<file path="src/rtl/ldlt_fwd_sub_if.sv">
// Handshake bundle for the LDLT forward-substitution stage: RHS load, factor
// stream from the LDLT core, and per-row y/D results.
interface ldlt_fwd_sub_if #(
  parameter int DATA_LEN = 32,
  parameter int NODE_NUM = 1
);
  localparam int N  = 6 * NODE_NUM;
  localparam int IW = $clog2(N);

  logic                       i_start;
  logic                       i_b_valid;
  logic signed [DATA_LEN-1:0] i_b_data;
  logic                       i_valid;
  logic signed [DATA_LEN-1:0] i_data;
  logic                       o_valid;
  logic signed [DATA_LEN-1:0] o_y;
  logic signed [DATA_LEN-1:0] o_d;
  logic [IW-1:0]              o_idx;
  logic                       o_busy;
  logic                       o_done;

  modport master (
    output i_start, i_b_valid, i_b_data, i_valid, i_data,
    input  o_valid, o_y, o_d, o_idx, o_busy, o_done
  );

  modport slave (
    input  i_start, i_b_valid, i_b_data, i_valid, i_data,
    output o_valid, o_y, o_d, o_idx, o_busy, o_done
  );
endinterface

</file>
<file path="src/rtl/ldlt_fwd_sub.sv">
// Forward substitution L*y = b on a row-major lower-triangular factor stream
// (unit L diagonal implied; diagonal words carry D_ii and are passed through).
module ldlt_fwd_sub #(
  parameter int DATA_LEN = 32,
  parameter int NODE_NUM = 1,
  parameter int FRACTION = 16
) (
  input  logic          clk,
  input  logic          rst_n,
  ldlt_fwd_sub_if.slave bus
);
  localparam int N  = 6 * NODE_NUM;
  localparam int IW = $clog2(N);
  localparam logic [IW-1:0] LAST = IW'(N - 1);

  typedef enum logic [1:0] {IDLE, LOAD_B, FACTOR, DONE} state_t;

  state_t                     state;
  logic [IW-1:0]              k, row, col;
  logic signed [DATA_LEN-1:0] acc;
  logic signed [DATA_LEN-1:0] b_mem [N];
  logic signed [DATA_LEN-1:0] y_mem [N];

  logic                         b_acc, f_acc, diag;
  logic signed [DATA_LEN-1:0]   acc_cur, term;
  logic signed [2*DATA_LEN-1:0] prod;

  assign b_acc = (state == LOAD_B) && bus.i_b_valid;
  assign f_acc = (state == FACTOR) && bus.i_valid;
  assign diag  = (col == row);

  // First word of a row seeds the running sum from b[row].
  assign acc_cur = (col == '0) ? b_mem[row] : acc;
  assign prod    = (2*DATA_LEN)'(bus.i_data) * (2*DATA_LEN)'(y_mem[col]);
  assign term    = DATA_LEN'(prod >>> FRACTION);

  assign bus.o_busy = (state != IDLE);

  // Storage is not reset: every entry is rewritten before it is read.
  always_ff @(posedge clk) begin
    if (b_acc)         b_mem[k]   <= bus.i_b_data;
    if (f_acc && diag) y_mem[row] <= acc_cur;
  end

  always_ff @(posedge clk or negedge rst_n) begin
    if (!rst_n) begin
      state       <= IDLE;
      k           <= '0;
      row         <= '0;
      col         <= '0;
      acc         <= '0;
      bus.o_valid <= 1'b0;
      bus.o_done  <= 1'b0;
      bus.o_y     <= '0;
      bus.o_d     <= '0;
      bus.o_idx   <= '0;
    end else begin
      bus.o_valid <= 1'b0;
      bus.o_done  <= 1'b0;
      case (state)
        IDLE: if (bus.i_start) begin
          state <= LOAD_B;
          k     <= '0;
          row   <= '0;
          col   <= '0;
        end
        LOAD_B: if (bus.i_b_valid) begin
          if (k == LAST) state <= FACTOR;
          else           k     <= k + 1'b1;
        end
        FACTOR: if (bus.i_valid) begin
          if (diag) begin
            bus.o_valid <= 1'b1;
            bus.o_y     <= acc_cur;
            bus.o_d     <= bus.i_data;
            bus.o_idx   <= row;
            col         <= '0;
            if (row == LAST) begin
              state      <= DONE;
              bus.o_done <= 1'b1;
            end else begin
              row <= row + 1'b1;
            end
          end else begin
            acc <= acc_cur - term;
            col <= col + 1'b1;
          end
        end
        DONE:    state <= IDLE;
        default: state <= IDLE;
      endcase
    end
  end
endmodule

</file>
<file path="src/flat_wrapper.sv">
// flat-port wrapper written by rule: the top's interface ports become plain ports
module ldlt_fwd_sub_flat 
#(
  parameter int DATA_LEN = 32,
  parameter int NODE_NUM = 1,
  parameter int FRACTION = 16
)
  (clk, rst_n, bus_i_start, bus_i_b_valid, bus_i_b_data, bus_i_valid, bus_i_data, bus_o_valid, bus_o_y, bus_o_d, bus_o_idx, bus_o_busy, bus_o_done);
  ldlt_fwd_sub_if #(.DATA_LEN(DATA_LEN), .NODE_NUM(NODE_NUM)) bus_i ();
  input  logic clk;
  input  logic rst_n;
  input wire logic [$bits(bus_i.i_start)-1:0] bus_i_start;
  input wire logic [$bits(bus_i.i_b_valid)-1:0] bus_i_b_valid;
  input wire logic [$bits(bus_i.i_b_data)-1:0] bus_i_b_data;
  input wire logic [$bits(bus_i.i_valid)-1:0] bus_i_valid;
  input wire logic [$bits(bus_i.i_data)-1:0] bus_i_data;
  output wire logic [$bits(bus_i.o_valid)-1:0] bus_o_valid;
  output wire logic [$bits(bus_i.o_y)-1:0] bus_o_y;
  output wire logic [$bits(bus_i.o_d)-1:0] bus_o_d;
  output wire logic [$bits(bus_i.o_idx)-1:0] bus_o_idx;
  output wire logic [$bits(bus_i.o_busy)-1:0] bus_o_busy;
  output wire logic [$bits(bus_i.o_done)-1:0] bus_o_done;
  assign bus_i.i_start = bus_i_start;
  assign bus_i.i_b_valid = bus_i_b_valid;
  assign bus_i.i_b_data = bus_i_b_data;
  assign bus_i.i_valid = bus_i_valid;
  assign bus_i.i_data = bus_i_data;
  assign bus_o_valid = bus_i.o_valid;
  assign bus_o_y = bus_i.o_y;
  assign bus_o_d = bus_i.o_d;
  assign bus_o_idx = bus_i.o_idx;
  assign bus_o_busy = bus_i.o_busy;
  assign bus_o_done = bus_i.o_done;
  ldlt_fwd_sub #(.DATA_LEN(DATA_LEN), .NODE_NUM(NODE_NUM), .FRACTION(FRACTION)) u_core (.clk(clk), .rst_n(rst_n), .bus(bus_i));
endmodule
</file>
<file path="config.mk">
export PLATFORM = sky130hd
export DESIGN_NAME = ldlt_fwd_sub_flat
export DESIGN_NICKNAME = d
export VERILOG_FILES = /design/src/rtl/ldlt_fwd_sub_if.sv /design/src/rtl/ldlt_fwd_sub.sv /design/src/flat_wrapper.sv
export SDC_FILE = /design/constraint.sdc
export NUM_CORES = 2
export LEC_CHECK = 0
export ABC_CLOCK_PERIOD_IN_PS = 13100
export CORE_MARGIN = 1.5
export CORE_UTILIZATION = 61
export DETAILED_ROUTE_END_ITERATION = 12
export MAX_ROUTING_LAYER = met4
export PLACE_DENSITY = 0.79
export SLEW_MARGIN = 20
export SYNTH_ARGS = -nofsm -noshare
export SYNTH_HDL_FRONTEND = slang
export SYNTH_SLANG_ARGS = --single-unit
</file>
<file path="constraint.sdc">
create_clock -name clk -period 13.1 [get_ports clk]
set_input_delay 1.965 -clock clk [delete_from_list [all_inputs] [get_ports clk]]
set_output_delay 1.965 -clock clk [all_outputs]
set_load 0.02 [all_outputs]
</file>
### Yosys cells after proc, flatten, opt, wreduce, memory -nomap -nowiden

Memories as Yosys holds them, arrays and structs flattened.
Index checks and enable logic that the tools add are counted.

* bits in registers: 112
* bits in writable memories: 384
* output and inout port bits: 70
* memories kept: 2

* add/subtract/negate cells: 4
* multipliers: 1
* equal/unequal tests: 14
* mux-type cells: 30
* bitwise operators: 1
* reduce and logical (&&, ||, !) cells: 14

Memories
* u_core.b_mem: words 6, width 32, rd ports 1, clocked after Yosys merged registers in 0, write ports 1, RTL line ldlt_fwd_sub.sv:21 `logic signed [DATA_LEN-1:0] b_mem [N];`
* u_core.y_mem: words 6, width 32, rd ports 1, clocked after Yosys merged registers in 0, write ports 1, RTL line ldlt_fwd_sub.sv:22 `logic signed [DATA_LEN-1:0] y_mem [N];`

Operators by type and width (count)
* multiplier 32 x 32 -> 48 bit: 1
* two-way mux 32 bit: 1
* subtractor 32 bit: 1
* two-way mux 3 bit: 8
* case mux 3 bit (2 select lines): 3
* inequality test 2 bit, second input constant: 7
* two-way mux 2 bit: 6
* two-way mux 1 bit: 11
* adder 3 x 1 -> 3 bit, second input constant: 3
* AND reduction 3 bit: 3
* case mux 2 bit (4 select lines): 1
* == test 3 bit, second input constant: 2
* AND reduction 6 bit: 1
* nonzero test 2 bit: 3
* AND reduction 5 bit: 1
* == test 2 bit, second input constant: 2
* AND reduction 4 bit: 1
* == test 3 bit: 1
* logical AND 1 bit: 3
* logical NOT 3 bit: 1
* == test 2 x 1 -> 1 bit, second input constant: 1
* logical NOT 2 bit: 1
* inequality test 2 x 1 -> 1 bit, second input constant: 1
* inverter 1 bit: 1

### Logic depth before layout (Yosys ltp)

* word-level depth: 5
* depth in mapped cells: 46
* depth with buffers taken out: 40

### Worst setup path after synthesis

No wires, ideal clock.

* path type: register -> register
* from: register u_core.col[0]
* to: register u_core.acc[25]
* setup time: 133 ps
* data arrival time: 10023 ps
* data required time: 12967 ps
* slack: 2944 ps
* stages on the path, launching flop included: 42
* cell sequence: dfrtp_1 buf_6 buf_8 buf_6 buf_4 buf_2 buf_2 mux2i_1 nand2_1 o21ai_0 clkbuf_1 nor2b_1 fa_1 fa_1 fa_1 inv_1 fa_1 inv_1 [6 not listed] ha_1 and3_1 nor4b_1 o211ai_1 a31o_2 o21ai_0 a211oi_1 xor2_1 ha_1 a21oi_1 o21ai_0 a21oi_1 nor3b_1 a211oi_1 o21ai_0 or3b_2 nand2_1 o21ai_0

* word-level cells in the longest chain between the ends: 3
* elaborated cells between the ends (all ways): 8
* those cells by class: add/sub: 1; mul: 1; eq/ne: 1; mux: 1; bitwise: 1; reduce/logical: 2; memory: 1

Ends and longest elaborated chain
* start: declaration: RTL line ldlt_fwd_sub.sv:19 `logic [IW-1:0] k, row, col;`
* start signal: assignment: RTL line ldlt_fwd_sub.sv:86 `col <= col + 1'b1;`
* memory read (6 x 32 bit), or another cell as far along
* multiplier 32 x 32 -> 48 bit, or another cell as far along: RTL line ldlt_fwd_sub.sv:34 `assign prod = (2*DATA_LEN)'(bus.i_data) * (2*DATA_LEN)'(y_mem[col]);`
* subtractor 32 bit / AND reduction 3 bit (equally long branches)
* end signal: assignment: RTL line ldlt_fwd_sub.sv:85 `acc <= acc_cur - term;`
* end: declaration: RTL line ldlt_fwd_sub.sv:20 `logic signed [DATA_LEN-1:0] acc;`

Several ways; a longest one is shown, not always the timed one.
A chain may end at the register's enable or synchronous reset.

### Worst setup path after layout

* from: register u_core.col[0]
* to: register u_core.acc[19]

The elaborated chain is that of the path after synthesis.

==> impl_metrics.tcl <==
set metrics [dict create \
    timing_worst_slew_pin_value_ps 1070 \
    slowest_delay_ps 1020 \
    grt_first_pass_wirelength_microns 199200 \
    initial_utilization_pct 61.74 \
    global_route.usage.total_pct 32.45 \
    globalRouteOverflowTotal 0 \
    post_synthesis_net_count 5615 \
    worst_path_arrival_time_ps 11940 \
    cts_made_buffers 48 \
    worst_slew_margin_rel_pct 28.67 \
    synth-main-ff-cell "edfxtp_1" \
    drt_first_iter_violations 2514 \
    worst-r2r-cell-count 36 \
    finalWeightedCongestion 0.9468 \
    synthDistinctLibCells 74 \
    worst_r2r_endpoint "u_core.acc[19]" \
    cts.repair.resized 0 \
    achievable-frequency_mhz 87.66 \
    worst_hold_path.endpoint "u_core.bus.o_d[10]" \
    ratio_of_cells_with_drive_above_1_in_the_final_layout_pct 8.524 \
    syn_inst 4504 \
    grt_setup_unrepaired "no" \
    nNetsFinal 5658 \
    yosys_warnings 0 \
    reg2reg_setup_slack_ps 1690 \
    async_flop_share_pct 22.58 \
    final-setup-viol-count 0 \
    total_standard_cell_area_after_synthesis_sq_um 49810 \
    vias 32808 \
    first_global_vias 35308 \
    die_height_microns 288.8 \
    clock_skew_ps 35.70 \
    synth_enable_flop_cells 384 \
    place_inst 5557 \
    core_footprint_sq_um 80680 \
    yosys.area.top_type "fa_1" \
    regToRegStartpoint "u_core.col[0]" \
    ioPinCount 139 \
    postCtsHoldBufs 0 \
    setup_slack_ps 1692 \
    min-delay-start "u_core.bus.o_d[10]" \
    run_status "finished, violations left" \
    max_buffers_root_to_sink 3 \
    cpMaxStageDelayCell "dfrtp_4" \
    drt_first_pass_iters 10 \
    timing.critical_path.from_type "flop" \
    worstHoldPathType "reg -> reg" \
    worst_path_most_repeated_cell "fa_1" \
    slew_violations 0 \
    grt_max_degree 74 \
    drv_cap 0 \
    fin_setup_tns_ps 0 \
    fin_crit_ps 11410 \
    detail_route.vias_per_cell 5.807 \
    setup.worst_path.class "reg -> reg" \
    violations "design-rule violations" \
    worst_setup_ep_type "flop" \
    critical_path.max_fanout 46 \
    netlist_top_cells_area "fa_1 34%, edfxtp_1 23%, inv_1 6.2%" \
    placementRows 104 \
    numPortBuffers 138 \
    pre_cts_setup_slack_ps 1333 \
    critPathRequiredTime_ps 13630 \
    route.detailed.wl_per_inst_microns 21.96 \
    synth.avg_cell_area_sq_um 11.06 \
    remaining_routing_drc_violations 8 \
    route.antenna.remaining_nets 0 \
    place_hpwl_microns 91270 \
    die_w_microns 288.8 \
    synth-seq-cells 496 \
    totalWireLength_microns 124100 \
    clk-insertion-delay-late_ps 630 \
    worstHoldPathCells 2 \
    h_tree_levels 2 \
    postCtsSetupRepairBufs 0 \
    antenna_found_initial 2 \
    numClockSinks 496 \
    layout_worst_path_cycle_share_pct 87.09 \
    root_buffer_master "clkbuf_16" \
    syn_to_final_growth_pct 8.702 \
    synth.yosys.seq_area_share_pct 28.78 \
    dieArea_sq_um 83380 \
    synth_top_area_share_pct 33.72 \
    cts_tree "built" \
    finalHoldViolCount 0 \
    final_cell_count_no_fill 5650 \
    worst_setup_hold_path_clk_slew_ps 60 \
]
-- through the flow --
step                area, sq um  utilization [%]  hold WS, ps
floorplan                 49810                -        444.6
global placement          52460            65.02        457.5
detailed placement        52460            65.03        462.2
CTS                       54110            67.07        477.7
global route              54140            67.10        496.6
finish                    54140            67.11        470.6
-- worst max-delay path by stage --
| stage | from | end | slack (ps) |
|---|---|---|---|
| after floorplan | u_core.col[0] | u_core.acc[25] | 2940 |
| after global placement | bus_i_data[14] | u_core.acc[31] | 1420 |
| after detailed placement | bus_i_data[14] | u_core.acc[25] | 1330 |
| after CTS | u_core.col[2] | u_core.acc[31] | 1790 |
| after global routing | u_core.col[0] | u_core.acc[25] | 1110 |
| final | u_core.col[0] | u_core.acc[19] | 1690 |
-- state kept, by name, summed over array words and instances, names as in the netlist --
| name | flops |
|---|---|
| u_core.y_mem | 192 |
| u_core.bus.o_idx | 3 |
| u_core.bus.o_d | 32 |
| u_core.row | 3 |
| u_core.b_mem | 192 |
| u_core.acc | 32 |
| u_core.k | 3 |
| u_core.bus.o_y | 32 |
| u_core.state | 2 |
| u_core.bus.o_valid | 1 |
| u_core.bus.o_done | 1 |
| u_core.col | 3 |
-- area by class of cell --
class	instances	area [sq um]
Antenna cell	3	7.507
Clock buffer	65	1305
Clock inverter	25	344.1
Fill cell	5755	26530
Inverter	830	3115
Multi-Input combinational cell	2941	31620
Sequential cell	496	14340
Tap cell	1060	1326
Timing Repair Buffer	230	2086
-- cell families after synthesis --
logic type	count (synthesis)	share of synthesized area (%)
AOI/OAI and AO/OA	267	3.343
DFF	496	28.78
buffers and inverters	1067	8.202
xor gates and xnor gates	100	1.844
muxes	197	5.755
and+or+nand+nor	1335	13.26
adders and majority gates	1042	38.82
-- routing by layer --
layer / track usage [%] / wire, microns
met1: 43.49 / 48570
met2: 50.33 / 59060
met3: 7.062 / 12810
met4: 9.362 / 3644
met5: - / 0
-- cell usage after synthesis, types with 62 or more instances --
cell and n:
o21ai_0 68, mux2_2 95, and2_1 387, mux4_2 62
nor2b_1 88, inv_1 829, nand2_1 649, dfrtp_1 112
edfxtp_1 384, ha_1 203, clkbuf_1 201, a21oi_1 82
fa_1 839, xnor2_1 63
-- placed cells by master, fill, tap and decap left out, types with 11 or more instances in the layout --
cell	count
clkbuf_16	48
a21oi_2	11
dfrtp_1	108
mux4_2	62
xnor2_1	63
nand2_1	648
nor2_1	56
fa_1	839
o21a_1	11
nand3_1	15
edfxtp_1	384
xor2_1	34
mux2i_1	40
a21o_1	34
and2_1	387
mux2_2	95
clkdlybuf4s50_1	137
o21ai_0	62
inv_1	828
clkbuf_1	13
and3_1	42
buf_4	91
nor2b_1	87
nand2b_1	27
a31oi_1	12
a21oi_1	68
ha_1	203
-- critical path: cells and delay by family, from the launching register on --
| kind | cells | cell delay (ps) |
|---|---|---|
| flops | 1 | 1020 |
| fa+ha+maj | 10 | 4150 |
| buf+inv | 7 | 1060 |
| xor+xnor | 1 | 370 |
| mux | 1 | 550 |
| compound gates | 11 | 2690 |
| simple gates | 6 | 1460 |
Power is left out: the tool's default activity adds up to more than one toggle a clock period on the data nets, which glitch-free logic cannot reach.
